### src/rtl/rf_pkg.sv
// Shared constants and types for the register-file writeback arbiter.
package rf_pkg;

   localparam int DATA_W_DEF = 32;
   localparam int ADDR_W_DEF = 5;
   localparam int NUM_REGS   = 2 ** ADDR_W_DEF;

   typedef enum logic {
      PRI_A = 1'b0,
      PRI_B = 1'b1
   } pri_state_t;

endpackage

### src/rtl/rr_arb2.sv
// Two-way grant logic: req[0]/grant[0] is requester A, req[1]/grant[1] is requester B.
module rr_arb2
   import rf_pkg::*;
#(
   parameter int FIXED_PRIO = 0
) (
   input  logic [1:0]  req,
   input  pri_state_t  state,
   output logic [1:0]  grant,
   output pri_state_t  next_state
);

   // Only a real contention consults the priority state; a lone request always wins.
   always_comb begin
      grant = req;
      if (req == 2'b11) begin
         if (FIXED_PRIO != 0 || state == PRI_B) begin
            grant = 2'b10;
         end else begin
            grant = 2'b01;
         end
      end
   end

   always_comb begin
      next_state = state;
      if (grant[0]) begin
         next_state = PRI_B;
      end else if (grant[1]) begin
         next_state = PRI_A;
      end
   end

endmodule

### src/rtl/reg_wb_arbiter.sv
// Arbitrates ALU and load writebacks onto a single register-file write port.
module reg_wb_arbiter
   import rf_pkg::*;
#(
   parameter int DATA_W     = DATA_W_DEF,
   parameter int ADDR_W     = ADDR_W_DEF,
   parameter int FIXED_PRIO = 0
) (
   input  logic                 clk,
   input  logic                 rst,
   input  logic                 a_valid,
   input  logic [ADDR_W-1:0]    a_reg,
   input  logic [DATA_W-1:0]    a_data,
   output logic                 a_ready,
   input  logic                 b_valid,
   input  logic [ADDR_W-1:0]    b_reg,
   input  logic [DATA_W-1:0]    b_data,
   output logic                 b_ready,
   output logic                 reg_write,
   output logic [ADDR_W-1:0]    write_reg,
   output logic [DATA_W-1:0]    write_data,
   output logic [2**ADDR_W-1:0] busy,
   output logic [15:0]          conflict_cnt
);

   pri_state_t              state;
   pri_state_t              next_state;
   logic       [1:0]        req;
   logic       [1:0]        grant;
   logic       [ADDR_W-1:0] sel_reg;
   logic       [DATA_W-1:0] sel_data;

   // Requests are masked during reset so nothing is accepted while rst is high.
   assign req     = {b_valid & ~rst, a_valid & ~rst};
   assign a_ready = grant[0];
   assign b_ready = grant[1];

   rr_arb2 #(
      .FIXED_PRIO (FIXED_PRIO)
   ) u_arb (
      .req        (req),
      .state      (state),
      .grant      (grant),
      .next_state (next_state)
   );

   always_ff @(posedge clk or posedge rst) begin
      if (rst) begin
         state <= PRI_B;
      end else begin
         state <= next_state;
      end
   end

   assign sel_reg  = grant[1] ? b_reg  : a_reg;
   assign sel_data = grant[1] ? b_data : a_data;

   // Writes to register 0 are swallowed; the data path still captures them.
   always_ff @(posedge clk or posedge rst) begin
      if (rst) begin
         reg_write  <= 1'b0;
         write_reg  <= '0;
         write_data <= '0;
      end else if (|grant) begin
         reg_write  <= (sel_reg != '0);
         write_reg  <= sel_reg;
         write_data <= sel_data;
      end else begin
         reg_write  <= 1'b0;
      end
   end

   always_comb begin
      busy = '0;
      if (reg_write) begin
         busy[write_reg] = 1'b1;
      end
      busy[0] = 1'b0;
   end

   always_ff @(posedge clk or posedge rst) begin
      if (rst) begin
         conflict_cnt <= '0;
      end else if (a_valid && b_valid && conflict_cnt != 16'hFFFF) begin
         conflict_cnt <= conflict_cnt + 16'd1;
      end
   end

endmodule

### config.mk
export PLATFORM = sky130hd
export DESIGN_NAME = reg_wb_arbiter
export DESIGN_NICKNAME = d
export VERILOG_FILES = /design/src/rtl/rf_pkg.sv /design/src/rtl/rr_arb2.sv /design/src/rtl/reg_wb_arbiter.sv
export SDC_FILE = /design/constraint.sdc
export NUM_CORES = 1
export LEC_CHECK = 0
export ABC_CLOCK_PERIOD_IN_PS = 5100
export BUFFER_PORTS_ARGS = -buffer_cell sky130_fd_sc_hd__buf_4
export CAP_MARGIN = 20
export CORE_AREA = 4 4 83 85
export DETAILED_ROUTE_END_ITERATION = 7
export DIE_AREA = 0 0 87 89
export PLACE_DENSITY = 0.95
export SLEW_MARGIN = 20
export SYNTH_ARGS = -nofsm -noshare
export SYNTH_HDL_FRONTEND = slang
export SYNTH_SLANG_ARGS = --single-unit
### constraint.sdc
create_clock -name clk -period 5.1 [get_ports clk]
set_clock_uncertainty 0.2 [all_clocks]
set_input_delay 1.02 -clock clk [delete_from_list [all_inputs] [get_ports clk]]
set_output_delay 1.02 -clock clk [all_outputs]
set_load 0.005 [all_outputs]
==> run_results.csv <==
group,metric,value,unit
placed_design,io_buffer_count,164,
worst_setup_path,slowest_stage,"a211oi_1",
placed_design,gp_congestion,0.877,
min_path,hold_class,"register to register",
final_layout,diodes,0,
job,maxCapViolCount,0,
final_layout,final_cell_mix,"buf_4, dfrtp_1, nand2_1, o21ai_0, nor2_1",
placed_design,dp_hpwl,6.58,mm
yosys,syn_avg_cell_area,9.52,sq um
yosys,synthFlopType,"dfrtp_1",
power_and_ir_drop,leakagePower,2.31,nW
final_layout,fin_util,0.676,
global_route,track_usage,0.206,
detailed_routing,dr.pass1.iters,4,
status,outcome,"completed",
cts,hold_buffers,0,
cts,path_clk_slew,0.09,ns
final_layout,largest_reg_flops,32,
global_route,grt-ovfl-total,0,
detailed_routing,routed_wl,8.32,mm
yosys,synth_warnings,0,
worst_setup_path,worstSetupStartpointType,"primary input",
final_layout,layout-drive-gt1-share,0.407,
sta,setup_tns,0,ns
cts,cts_tree,"done",
floorplanning,initial_core_util,0.456,
global_route,grt_pass1_vias,2725,
cts,insertion_delay,0.30,ns
power_and_ir_drop,power_density,266,nW/um^2
global_route,antenna_found_initial,0,
floorplanning,core_area,6200,sq um
global_route,grt_max_degree,76,
sta,hold_viol_final,0,
yosys,synthCells,297,
detailed_routing,drtAntennaViolNets,0,
worst_setup_path,cp.arrival,1.66,ns
sta,setup_viol,0,
cts,ctsResizeCount,0,
sta,timing.fmax,347,MHz
cts,clkSinkCount,55,
global_route,grt_pass1_wl,12.7,mm
sta,rsz0062_at_grt,"no",
cts,cts_root_buf,"clkbuf_8",
placed_design,dpl_worst_slack,2.20,ns
sta,fin_crit_sh,0.565,
cts,clk_path_buf_depth,2,
yosys,syn_nets,376,
cts,cts_inserted_buffers,5,
floorplanning,die_area,7740,sq um
power_and_ir_drop,peakVddDrop,0.190,mV
final_layout,area_growth,48.4,%
sta,post-route-min-period,2.88,ns
cts,postCtsSetupBuffers,0,
detailed_routing,drcViolationCount,0,
yosys,synth.cell_area,2830,sq um
sta,worstMarginPinSlew,0.716,ns
worst_setup_path,path_common_cell,"buf_4",
floorplanning,die_x,87,um
sta,slew_viol_final,0,
sta,fin_ws,2.22,ns
worst_setup_path,worstPathRequired,3.88,ns
cts,h-tree-depth,2,
yosys,seq_area_frac_synth,0.487,
sta,relSlewSlack,0.523,
final_layout,fillers,494,
yosys,synthArstFlopShare,1.00,
worst_setup_path,crit_fanout,4,
worst_setup_path,cp-end-kind,"output port",
worst_setup_path,cp_num_buf_inv,3,
power_and_ir_drop,power.total,1.12,mW
worst_setup_path,cp_top_family,"buffers and inverters",
floorplanning,pin_count,166,
detailed_routing,avgViaCountPerCell,5.23,
worst_setup_path,path_class,"primary input to output port",
worst_setup_path,slowest_delay,0.30,ns
yosys,synth_seq_cells,55,
detailed_routing,routed-via-count,2782,
detailed_routing,drtIter0Drc,92,
final_layout,final_nets,533,
floorplanning,die_h,89,um
detailed_routing,avgRoutedWirePerCell,15.6,um
final_layout,mostFrequentLayoutCell,"buf_4",
yosys,synth_cell_types,39,
yosys,synth_edf_count,0,
worst_setup_path,crit_chain,"buf_4 -> inv_1 -> a211oi_1 -> buf_4",
floorplanning,rows,29,
==> power by group <==
part / switching (mW) / total (mW) / leakage, nW / internal (mW)
Clock: 0.134 / 0.228 / 0.0477 / 0.0943
Combinational: 0.135 / 0.315 / 1.57 / 0.180
Sequential: 0.0722 / 0.572 / 0.688 / 0.500
==> layer usage <==
metal / part of all wire / global-route usage / vias to the layer above
li1: - / - / 1343
met1: 0.37 / 0.234 / 1307
met2: 0.54 / 0.393 / 119
met3: 0.072 / 0.0396 / 13
met4: 0.012 / 0.0524 / 0
met5: 0 / 0 / -
==> worst register-to-register path: cells and delay by family, from the launching register on <==
kind	cells	cell delay (ns)
muxes	1	0.32
DFF	1	0.44
adders and majority gates	1	0.27
and+or+nand+nor	3	0.81
==> layout make-up <==
class	instances	area, sq um	share of cell area
timing repair buffer	167	1250	0.299
clock inverter	3	15.0	0.00358
clock buffer	5	68.8	0.0164
inverter	3	11.3	0.00268
sequential	55	1380	0.328
tap	77	96.3	0.0230
multi-input combinational	222	1370	0.327
==> stage by stage <==
step	cell area, sq um	cells	hold WS, ns
3_3_place_gp	4110	524	0.266
3_5_place_dp	4110	524	0.272
6_report	4200	532	0.292
2_1_floorplan	2830	297	0.273
5_1_grt	4200	532	0.329
4_1_cts	4200	532	0.294
==> kinds of logic (layout without fill, tap and decap cells) <==
| kind of cell | after synthesis | count (layout) | synth area share |
|---|---|---|---|
| adders and majority gates | 1 | 1 | 0.00442 |
| muxes | 40 | 40 | 0.144 |
| AOI/OAI and AO/OA | 46 | 46 | 0.0858 |
| DFF | 55 | 55 | 0.487 |
| other | 1 | 1 | 0.00133 |
| xor gates and xnor gates | 11 | 11 | 0.0341 |
| and+or+nand+nor | 123 | 123 | 0.212 |
| buffers and inverters | 20 | 178 | 0.0314 |
==> final timing paths <==
| path | start | endpoint | slack, ns | depth (start not counted) |
|---|---|---|---|---|
| min in group asynchronous | rst | write_data[16]$_DFFE_PP0P_ | 0.74 | 3 |
| max in group asynchronous | rst | write_data[20]$_DFFE_PP0P_ | 3.48 | 3 |
| worst min-delay path | write_data[13]$_DFFE_PP0P_ | write_data[13]$_DFFE_PP0P_ | 0.29 | 2 |
| worst max-delay path | a_valid | a_ready | 2.22 | 4 |
| worst min register to register | write_data[13]$_DFFE_PP0P_ | write_data[13]$_DFFE_PP0P_ | 0.29 | 2 |
| worst max register to register | conflict_cnt[1]$_DFFE_PP0P_ | conflict_cnt[10]$_DFFE_PP0P_ | 2.95 | 5 |
==> cell usage after synthesis, types with 2 or more instances <==
master / count / area share
and3_1: 3 / 0.0066
and4_1: 2 / 0.0062
buf_2: 8 / 0.014
clkbuf_1: 8 / 0.011
dfrtp_1: 54 / 0.48
inv_1: 3 / 0.0040
mux2i_1: 37 / 0.13
nand2_1: 43 / 0.057
nand3_1: 6 / 0.011
nand3b_1: 5 / 0.013
nand4_1: 6 / 0.013
nand4_2: 2 / 0.0088
nor2_1: 39 / 0.052
nor3_1: 7 / 0.012
o21ai_0: 40 / 0.071
or3b_1: 2 / 0.0062
xnor2_1: 3 / 0.0093
xor2_1: 8 / 0.025
Power figures use the tool's default switching activity.
